==> config.mk <==
export PLATFORM = sky130hd
export DESIGN_NAME = latency_profiler
export DESIGN_NICKNAME = d
export VERILOG_FILES = /design/src/rtl/latency_profiler_pkg.sv /design/src/rtl/latency_chan.sv /design/src/rtl/latency_profiler.sv
export SDC_FILE = /design/constraint.sdc
export NUM_CORES = 2
export LEC_CHECK = 0
export ABC_AREA = 1
export BUFFER_PORTS_ARGS = -buffer_cell sky130_fd_sc_hd__buf_4
export CELL_PAD_IN_SITES_DETAIL_PLACEMENT = 0
export CELL_PAD_IN_SITES_GLOBAL_PLACEMENT = 1
export CORE_MARGIN = 2
export CORE_UTILIZATION = 43
export DETAILED_ROUTE_END_ITERATION = 10
export PLACE_DENSITY = 0.89
export SLEW_MARGIN = 20
export SYNTH_ARGS = -nofsm -noshare
export SYNTH_HDL_FRONTEND = slang
export SYNTH_SLANG_ARGS = --single-unit
==> constraint.sdc <==
create_clock -name clk_50m -period 2.9 [get_ports clk_50m]
set_input_delay 0 -clock clk_50m [delete_from_list [all_inputs] [get_ports clk_50m]]
set_output_delay 0 -clock clk_50m [all_outputs]
set_load 0.1 [all_outputs]
==> src/rtl/latency_profiler_pkg.sv <==
// rtl/latency_profiler_pkg.sv - shared types, divider helper and saturation constants
// Contents:
//   chan_state_t   per-channel FSM state (IDLE, RUN)
//   calc_div()     clock cycles per measurement tick
//   SAT_MAX_W      widest supported count or run-counter width
//   MIN_RESET      reset/clear value for the minimum statistic
//   SAT_LIMIT      saturation limit for counters
`timescale 1ns/1ps
package latency_profiler_pkg;

  typedef enum logic {
    IDLE = 1'b0,
    RUN  = 1'b1
  } chan_state_t;

  // A minimum of all-ones means "no measurement yet", so the first
  // recorded value always wins the less-than compare.
  localparam int SAT_MAX_W = 64;
  localparam logic [SAT_MAX_W-1:0] MIN_RESET = '1;
  localparam logic [SAT_MAX_W-1:0] SAT_LIMIT = '1;

  // A zero or negative TICK_HZ yields 0, which the top rejects at elaboration.
  function automatic int calc_div(input int clk_freq, input int tick_hz);
    if (tick_hz <= 0) begin
      return 0;
    end
    return clk_freq / tick_hz;
  endfunction

endpackage

==> src/rtl/latency_chan.sv <==
// rtl/latency_chan.sv - one latency channel: FSM, prescaler, saturating counter, statistics
// Ports:
//   clk, rst_n       clock and asynchronous active-low reset
//   start, stop      measurement control pulses, sampled every cycle
//   clr              synchronous clear of min/max/run_cnt/ovf
//   busy             channel is in RUN
//   done             one-cycle pulse when a measurement is recorded
//   ovf              sticky tick-count saturation flag
//   last_ticks       latest measurement
//   min_ticks        minimum since reset/clr
//   max_ticks        maximum since reset/clr
//   run_cnt          completed measurements, saturating
`timescale 1ns/1ps
module latency_chan
  import latency_profiler_pkg::*;
#(
  parameter int DIV   = 50,
  parameter int CNT_W = 32,
  parameter int RUN_W = 16
) (
  input  logic             clk,
  input  logic             rst_n,
  input  logic             start,
  input  logic             stop,
  input  logic             clr,
  output logic             busy,
  output logic             done,
  output logic             ovf,
  output logic [CNT_W-1:0] last_ticks,
  output logic [CNT_W-1:0] min_ticks,
  output logic [CNT_W-1:0] max_ticks,
  output logic [RUN_W-1:0] run_cnt
);

  localparam int PRE_W = $clog2(DIV);
  localparam logic [PRE_W-1:0] PRE_LAST = PRE_W'(DIV - 1);
  localparam logic [CNT_W-1:0] CNT_MAX  = SAT_LIMIT[CNT_W-1:0];
  localparam logic [CNT_W-1:0] MIN_INIT = MIN_RESET[CNT_W-1:0];
  localparam logic [RUN_W-1:0] RUN_MAX  = SAT_LIMIT[RUN_W-1:0];

  chan_state_t      state;
  logic [PRE_W-1:0] pre;
  logic [CNT_W-1:0] cnt;

  // Statistics as they stand after a same-cycle clr, so that a recording
  // in the clearing cycle behaves as if the clear happened first.
  logic [CNT_W-1:0] min_base;
  logic [CNT_W-1:0] max_base;
  logic [RUN_W-1:0] run_base;

  always_comb begin
    min_base = clr ? MIN_INIT : min_ticks;
    max_base = clr ? '0 : max_ticks;
    run_base = clr ? '0 : run_cnt;
  end

  // busy comes straight from the state flop, so it stays a registered output.
  assign busy = (state == RUN);

  always_ff @(posedge clk or negedge rst_n) begin
    if (!rst_n) begin
      state      <= IDLE;
      pre        <= '0;
      cnt        <= '0;
      done       <= 1'b0;
      ovf        <= 1'b0;
      last_ticks <= '0;
      min_ticks  <= MIN_INIT;
      max_ticks  <= '0;
      run_cnt    <= '0;
    end else begin
      done <= 1'b0;

      if (clr) begin
        min_ticks <= MIN_INIT;
        max_ticks <= '0;
        run_cnt   <= '0;
        ovf       <= 1'b0;
      end

      case (state)
        IDLE: begin
          // A stop alongside the start is deliberately ignored.
          if (start) begin
            state <= RUN;
            pre   <= '0;
            cnt   <= '0;
          end
        end

        RUN: begin
          // The measured value is the registered count; the stop cycle
          // itself contributes no prescaler step.
          if (stop) begin
            done       <= 1'b1;
            last_ticks <= cnt;
            if (cnt < min_base) begin
              min_ticks <= cnt;
            end
            if (cnt > max_base) begin
              max_ticks <= cnt;
            end
            if (run_base != RUN_MAX) begin
              run_cnt <= run_base + RUN_W'(1);
            end
          end

          if (start) begin
            pre <= '0;
            cnt <= '0;
          end else if (stop) begin
            state <= IDLE;
          end else if (pre == PRE_LAST) begin
            pre <= '0;
            // Saturation is written after the clr block so that a clear
            // in the same cycle still leaves ovf set.
            if (cnt == CNT_MAX) begin
              ovf <= 1'b1;
            end else begin
              cnt <= cnt + CNT_W'(1);
            end
          end else begin
            pre <= pre + PRE_W'(1);
          end
        end

        default: begin
          state <= IDLE;
        end
      endcase
    end
  end

endmodule

==> src/rtl/latency_profiler.sv <==
// rtl/latency_profiler.sv - multi-channel start-to-stop latency profiler with statistics
// Ports:
//   clk_50m      system clock
//   rst_n        asynchronous active-low reset
//   start[i]     channel i start pulse
//   stop[i]      channel i stop pulse
//   clr          synchronous clear of statistics and overflow flags
//   busy[i]      channel i is measuring
//   done[i]      channel i recorded a measurement this cycle
//   ovf[i]       channel i tick count saturated at least once (sticky)
//   last_ticks   latest measurement, channel i at [i*CNT_W +: CNT_W]
//   min_ticks    per-channel minimum, same packing
//   max_ticks    per-channel maximum, same packing
//   run_cnt      per-channel completed runs, channel i at [i*RUN_W +: RUN_W]
`timescale 1ns/1ps
module latency_profiler
  import latency_profiler_pkg::*;
#(
  parameter int CLK_FREQ = 50_000_000,
  parameter int TICK_HZ  = 1000,
  parameter int N_CH     = 4,
  parameter int CNT_W    = 32,
  parameter int RUN_W    = 16
) (
  input  logic                  clk_50m,
  input  logic                  rst_n,
  input  logic [N_CH-1:0]       start,
  input  logic [N_CH-1:0]       stop,
  input  logic                  clr,
  output logic [N_CH-1:0]       busy,
  output logic [N_CH-1:0]       done,
  output logic [N_CH-1:0]       ovf,
  output logic [N_CH*CNT_W-1:0] last_ticks,
  output logic [N_CH*CNT_W-1:0] min_ticks,
  output logic [N_CH*CNT_W-1:0] max_ticks,
  output logic [N_CH*RUN_W-1:0] run_cnt
);

  localparam int DIV = calc_div(CLK_FREQ, TICK_HZ);

  if (DIV < 2) begin : g_bad_div
    $error("latency_profiler: CLK_FREQ/TICK_HZ must be at least 2");
  end

  if (CNT_W > SAT_MAX_W || RUN_W > SAT_MAX_W) begin : g_bad_width
    $error("latency_profiler: CNT_W and RUN_W must not exceed 64");
  end

  // Each channel owns its prescaler so that start phases never interact.
  for (genvar i = 0; i < N_CH; i++) begin : g_chan
    latency_chan #(
      .DIV   (DIV),
      .CNT_W (CNT_W),
      .RUN_W (RUN_W)
    ) u_chan (
      .clk        (clk_50m),
      .rst_n      (rst_n),
      .start      (start[i]),
      .stop       (stop[i]),
      .clr        (clr),
      .busy       (busy[i]),
      .done       (done[i]),
      .ovf        (ovf[i]),
      .last_ticks (last_ticks[i*CNT_W +: CNT_W]),
      .min_ticks  (min_ticks[i*CNT_W +: CNT_W]),
      .max_ticks  (max_ticks[i*CNT_W +: CNT_W]),
      .run_cnt    (run_cnt[i*RUN_W +: RUN_W])
    );
  end

endmodule

Yosys cells after proc, flatten, opt, wreduce, memory -nomap -nowiden
Index checks and enable logic that the tools add are counted.
{"block": "classes", "add_sub_neg": 12, "multipliers": 0, "div": 0, "n_lt_le_gt_ge": 8, "n_eq_ne": 28, "n_shift": 0, "muxes": 140, "bitwise": 4, "n_reduce_logical": 12}
{"op": "$mux 32", "n": 52}
{"op": "$mux 16", "n": 32}
{"op": "$pmux 32 s2", "n": 4}
{"op": "$add 16x1->16 const B", "n": 8}
{"op": "$add 32x1->32 const B", "n": 4}
{"op": "$eq 32x32->1 const B", "n": 4}
{"op": "$gt 32x32->1", "n": 4}
{"op": "$lt 32x32->1", "n": 4}
{"op": "$pmux 16 s2", "n": 4}
{"op": "$eq 16x16->1 const B", "n": 4}
{"op": "$ne 16x16->1 const B", "n": 4}
{"op": "$mux 1", "n": 44}
{"op": "$ne 3x3->1 const B", "n": 12}
{"op": "$reduce_and 2->1", "n": 8}
{"op": "$reduce_and 4->1", "n": 4}
{"op": "$ne 2x2->1 const B", "n": 4}
{"op": "$pmux 1 s2", "n": 4}
{"op": "$not 1->1", "n": 4}
{"block": "totals", "ff_bits": 652, "latch_bits": 0, "ram_bits": 0, "rom_bits": 0, "input_bits": 11, "memories": 0}

Longest topological paths before layout
{"block": "logic_depth", "word_depth": 6, "depth_mapped": 21, "ltp_nobuf": 15}

Modules after synthesis
A second synthesis with hierarchy kept.
{"block": "unflattened", "cells_unflattened": 5380, "area_unflattened_um2": 39795.7}
{"module": "latency_chan at g_chan[0].u_chan ...", "instances": 2, "cells_each": 1345, "area_per_inst_um2": 9947.0, "seq_area_each_um2": 4119.0}
{"module": "latency_chan at g_chan[3].u_chan", "instances": 1, "cells_each": 1343, "area_per_inst_um2": 9970.8, "seq_area_each_um2": 4119.0}
{"module": "latency_chan at g_chan[1].u_chan", "instances": 1, "cells_each": 1347, "area_per_inst_um2": 9930.8, "seq_area_each_um2": 4119.0}

Worst setup path before layout
No wires, ideal clock.
{"block": "synth_path", "kind": "register -> register", "start": "register g_chan[3].u_chan.max_ticks[31]", "end": "register g_chan[3].u_chan.max_ticks[21]", "arrival_ns": 2.565, "path_slack_ns": 0.268, "path_stages_with_launch": 12, "path_buffers": 1, "synth_period_minus_slack_ns": 2.632, "cell_sequence": "dfrtp_1 nand2_1 ha_1 nand2_1 nor3b_1 nand2_1 nor3b_1 nand2_1 nand2_1 buf_1 nand3_1 nand2_1"}
{"block": "synth_between", "elab_chain_cells": 5}
{"item": "from (decl)", "line": "latency_chan.sv:31", "text": "output logic [CNT_W-1:0] max_ticks,"}
{"item": "from (signal assigned)", "line": "latency_chan.sv:101", "text": "max_ticks <= cnt;"}
{"item": "$mux 32", "line": "latency_chan.sv:53", "text": "max_base = clr ? '0 : max_ticks;"}
{"item": "$gt 32x32->1", "line": "latency_chan.sv:100", "text": "if (cnt > max_base) begin"}
{"item": "$mux 32", "line": "latency_chan.sv:100"}
{"item": "$mux 32", "line": "latency_chan.sv:94", "text": "if (stop) begin"}
{"item": "$mux 32", "line": "latency_chan.sv:81", "text": "case (state)"}
Every way passes these cells.
A chain may end at the register's enable or synchronous reset.

Final worst setup path
{"block": "layout_path", "start": "input clr", "end": "register g_chan[3].u_chan.min_ticks[5]"}
{"block": "layout_between", "elab_chain_cells": 5}
{"item": "from (decl)", "line": "latency_profiler.sv:29", "text": "input logic clr,"}
{"item": "$mux 32 *", "line": "latency_chan.sv:52, latency_chan.sv:74"}
{"item": "$lt 32x32->1", "line": "latency_chan.sv:97", "text": "if (cnt < min_base) begin"}
{"item": "$mux 32", "line": "latency_chan.sv:97"}
{"item": "$mux 32", "line": "latency_chan.sv:94"}
{"item": "$mux 32 *", "line": "latency_chan.sv:81"}
{"item": "to (signal assigned)", "line": "latency_chan.sv:98", "text": "min_ticks <= cnt;"}
{"item": "to (decl)", "line": "latency_chan.sv:30", "text": "output logic [CNT_W-1:0] min_ticks,"}
Mark *: on every way between the ends. The rest lies on a longest branch, timed or not.

==> impl_metrics.py <==
metrics = {
    "drt": {
        "routedWlPerCell_um": 18.7,
        "dr_total_vias": 37396,
        "drt_iter0_drc": 3354,
        "drtAntennaViolNets": 0,
        "wl_um": 133000,
        "drc": 0,
        "via_per_inst": 5.26,
        "dr.pass1.iters": 5,
    },
    "worst_setup_path": {
        "cp.arrival_ns": 3.25,
        "r2r.worst_path.cells": 11,
        "r2r-end": "g_chan[3].u_chan.min_ticks[5]$_DFF_PN1_",
        "r2r_setup_slack_ns": 0.25,
        "cp_max_fo": 75,
        "cp.required_ns": 3.49,
        "critical_path_class": "primary input to flop",
        "crit_path_start_kind": "primary input",
        "rr_startpoint": "g_chan[3].u_chan.min_ticks[31]$_DFF_PN1_",
        "endpoint_kind": "flop",
    },
    "flow_run": {
        "cap_violations": 0,
    },
    "pwr": {
        "vdd_drop_max_mv": 0.451,
        "p_leak_nw": 25.1,
        "p_per_area_nw_per_um2": 513,
    },
    "synthesis": {
        "yosys.area.top_type": "dfrtp_1",
        "postSynthAreaPerCell_um2": 7.41,
        "synth_flop_cell": "dfrtp_1",
        "yosys_register_bits": 652,
        "synth.cell_area_um2": 39500,
        "synthCells": 5335,
        "syn-num-nets": 5610,
        "synthDistinctLibCells": 57,
        "synth_edf_count": 0,
        "yosys_warnings": 0,
        "synth_area_leaders": "dfrtp_1 (33%), nand2_1 (16%), dfstp_2 (8.5%)",
        "ys_seq_area_share_pct": 41.7,
        "synth.top_cell.area_share_pct": 33.2,
        "async_reset_ff_share_pct": 100,
    },
    "final_layout": {
        "drive_gt1_share_pct": 17.3,
        "stdcell_area_um2": 47700,
        "area.growth.synth_to_final_pct": 20.7,
        "diodes": 0,
        "finalNetCount": 6127,
        "fin_util_pct": 52.2,
    },
    "cts": {
        "cts-buffers-inserted": 78,
        "clock_latency_ns": 0.66,
        "cts_buffer_depth": 3,
        "cts_sinks": 652,
        "cts-root-buf": "clkbuf_16",
        "cts_post_setup_buffers_inserted": 0,
        "cts_tree": "yes",
        "htreeDepth": 3,
        "clk_pin_slew_ns": 0.06,
    },
    "place": {
        "port_buffers": 470,
        "placed_cell_area_um2": 44900,
        "post-place-ws_ns": -0.0619,
        "globalplace.congestion": 0.939,
        "hpwl_um": 99300,
    },
    "timing": {
        "skew_ns": 0.0149,
        "setup_violations": 0,
        "rsz0062_at_grt": "no",
        "slew_violations": 0,
        "finalHoldViolCount": 0,
        "setup_slack_ns": 0.239,
        "min_period_ns": 2.66,
        "slew_headroom_pct": 42.8,
        "min_period_over_period_pct": 91.8,
        "max_freq_ghz": 0.376,
        "tightest_slew_ns": 0.855,
    },
    "hold_path": {
        "min_path_type": "primary input to async pin",
    },
    "global_routing": {
        "antenna_found_initial": 1,
        "grt_pass1_wl_um": 206000,
        "grt_pass1_vias": 35522,
        "grt_max_degree": 92,
        "grt.overflow.total": 0,
        "track_usage_pct": 27.8,
    },
    "floorplan": {
        "rows": 111,
        "dieArea_um2": 94300,
        "die_w_um": 307,
        "die_h_um": 307,
        "initial_core_util_pct": 43.2,
        "io_pins": 471,
        "core_area_um2": 91400,
    },
    "status": {
        "status": "completed",
    },
}
## kinds of logic (layout without fill, tap and decap cells)
group / count (synthesis) / in the layout / synth area share, %
AO/OA/AOI/OAI: 529 / 529 / 7.25
flip-flops: 652 / 652 / 41.7
buffers and inverters: 880 / 1463 / 9.14
adder cells (fa/ha/maj): 264 / 264 / 8.36
multiplexers: 1 / 1 / 0.0253
XOR/XNOR: 108 / 108 / 2.39
AND/OR/NAND/NOR: 2901 / 2901 / 31.1
## cells in the final DEF (no fill, tap or decap), types with 5 or more instances in the layout
cell type      synthesis  routed
nand2_1             1652    1649
inv_1                633     633
buf_4                 21     630
dfrtp_1              524     522
nor2_1               467     464
nand3_1              419     419
ha_1                 264     264
o21ai_0              226     226
a21oi_1              158     154
nor3_1               136     136
nand4_1              131     131
dfstp_2              128     128
xor2_1                95      95
clkbuf_16              0      81
o21ai_1               66      66
nand2_2               27      30
o21ai_2               26      26
inv_2                 24      23
clkbuf_1              95      20
nor4_1                19      18
clkinv_2               0      16
clkbuf_8               0      15
o21a_1                14      14
buf_12                 2      14
xnor2_1               13      13
nor3b_1               13      13
a31oi_1               10      10
dlygate4sd3_1          0      10
nor2_2                 6       9
nor2_4                 7       7
o22ai_1                7       7
a21oi_2                2       6
or2_2                  6       6
bufinv_16              0       6
inv_6                  0       5
a211oi_1               5       5
## metal layers
layer / wire length [µm] / track usage [%] / vias up
met5: 0 / 0 / -
met1: 58100 / 37.7 / 17599
met3: 10900 / 5.91 / 219
met4: 3790 / 8.98 / 0
met2: 60400 / 44.4 / 1402
li1: - / - / 18176
## worst max-delay path: stages
cell	delay, ns
dlygate4sd3_1	0.54
buf_6	0.18
buf_12	0.33
nor2_1	0.13
ha_1	0.31
nand2_1	0.06
nor2_1	0.14
nand4_1	0.16
nor4_2	0.33
nand2_1	0.31
nand2_1	0.16
buf_4	0.30
nand2_1	0.09
nand2_1	0.08
## what timing repair did
action / CTS / global route
endpoints found under the hold margin: 692 / 0
resized for setup: 1 / 2
endpoints found under the setup margin: 1 / 2
hold buffers: 11 / 0
## layout make-up
cell class / instances / area, µm²
clock buffers: 116 / 2310
clock inverters: 30 / 325
multi-input cells: 3803 / 19500
repair buffers: 657 / 5160
flip-flops and latches: 652 / 16500
well taps: 1186 / 1480
inverters: 660 / 2480
fillers: 8857 / 43700
## worst max path at each step
stage                                                          end                                     start  cells after the start  slack (ns)
after floorplan           g_chan[3].u_chan.max_ticks[21]$_DFF_PN0_  g_chan[3].u_chan.max_ticks[31]$_DFF_PN0_                     11        0.27
after global routing       g_chan[3].u_chan.max_ticks[8]$_DFF_PN0_                                       clr                     16        0.04
after global placement     g_chan[3].u_chan.min_ticks[8]$_DFF_PN1_                                       clr                     13        0.02
after CTS                  g_chan[3].u_chan.min_ticks[5]$_DFF_PN1_  g_chan[3].u_chan.min_ticks[31]$_DFF_PN1_                     11        0.22
final                      g_chan[3].u_chan.min_ticks[5]$_DFF_PN1_                                       clr                     14        0.24
after detailed placement  g_chan[3].u_chan.min_ticks[10]$_DFF_PN1_                                       clr                     13       -0.06
## synth_stat cells, types with 5 or more instances
master       n
nand2_1   1652
inv_1      633
dfrtp_1    524
nor2_1     467
nand3_1    419
ha_1       264
o21ai_0    226
a21oi_1    158
nor3_1     136
nand4_1    131
dfstp_2    128
clkbuf_1    95
xor2_1      95
buf_2       75
o21ai_1     66
nand2_2     27
o21ai_2     26
inv_2       24
buf_4       21
nor4_1      19
o21a_1      14
buf_1       13
nor3b_1     13
xnor2_1     13
buf_6       12
a31oi_1     10
nor2_4       7
o22ai_1      7
nor2_2       6
or2_2        6
a211oi_1     5
## sequential cells by signal, summed over array words and instances (netlist names)
name / cells
g_chan.u_chan.max_ticks: 128
g_chan.u_chan.min_ticks: 128
g_chan.u_chan.done: 4
g_chan.u_chan.run_cnt: 64
g_chan.u_chan.busy: 4
g_chan.u_chan.last_ticks: 128
g_chan.u_chan.ovf: 4
g_chan.u_chan.cnt: 128
g_chan.u_chan.pre: 64
## through the flow
stage | setup TNS, ns | cells | hold slack (ns) | power, W
finish | 0 | 7104 | 0.129 | 0.0245
global placement | 0 | 6947 | 0.0373 | 0.0143
detailed placement | -1.03 | 6947 | 0.0302 | 0.0144
CTS | 0 | 7104 | 0.109 | 0.0246
floorplan | 0 | 5335 | -0.296 | 0.0131
global route | 0 | 7104 | 0.122 | 0.0254
## power by group
part	internal (W)	leakage, nW	switching [W]
logic	0.000864	15.2	0.00357
clock network	0.00606	1.30	0.00418
registers	0.00954	8.62	0.000277
total	0.0165	25.1	0.00802
(Power assumes the default switching activity.)
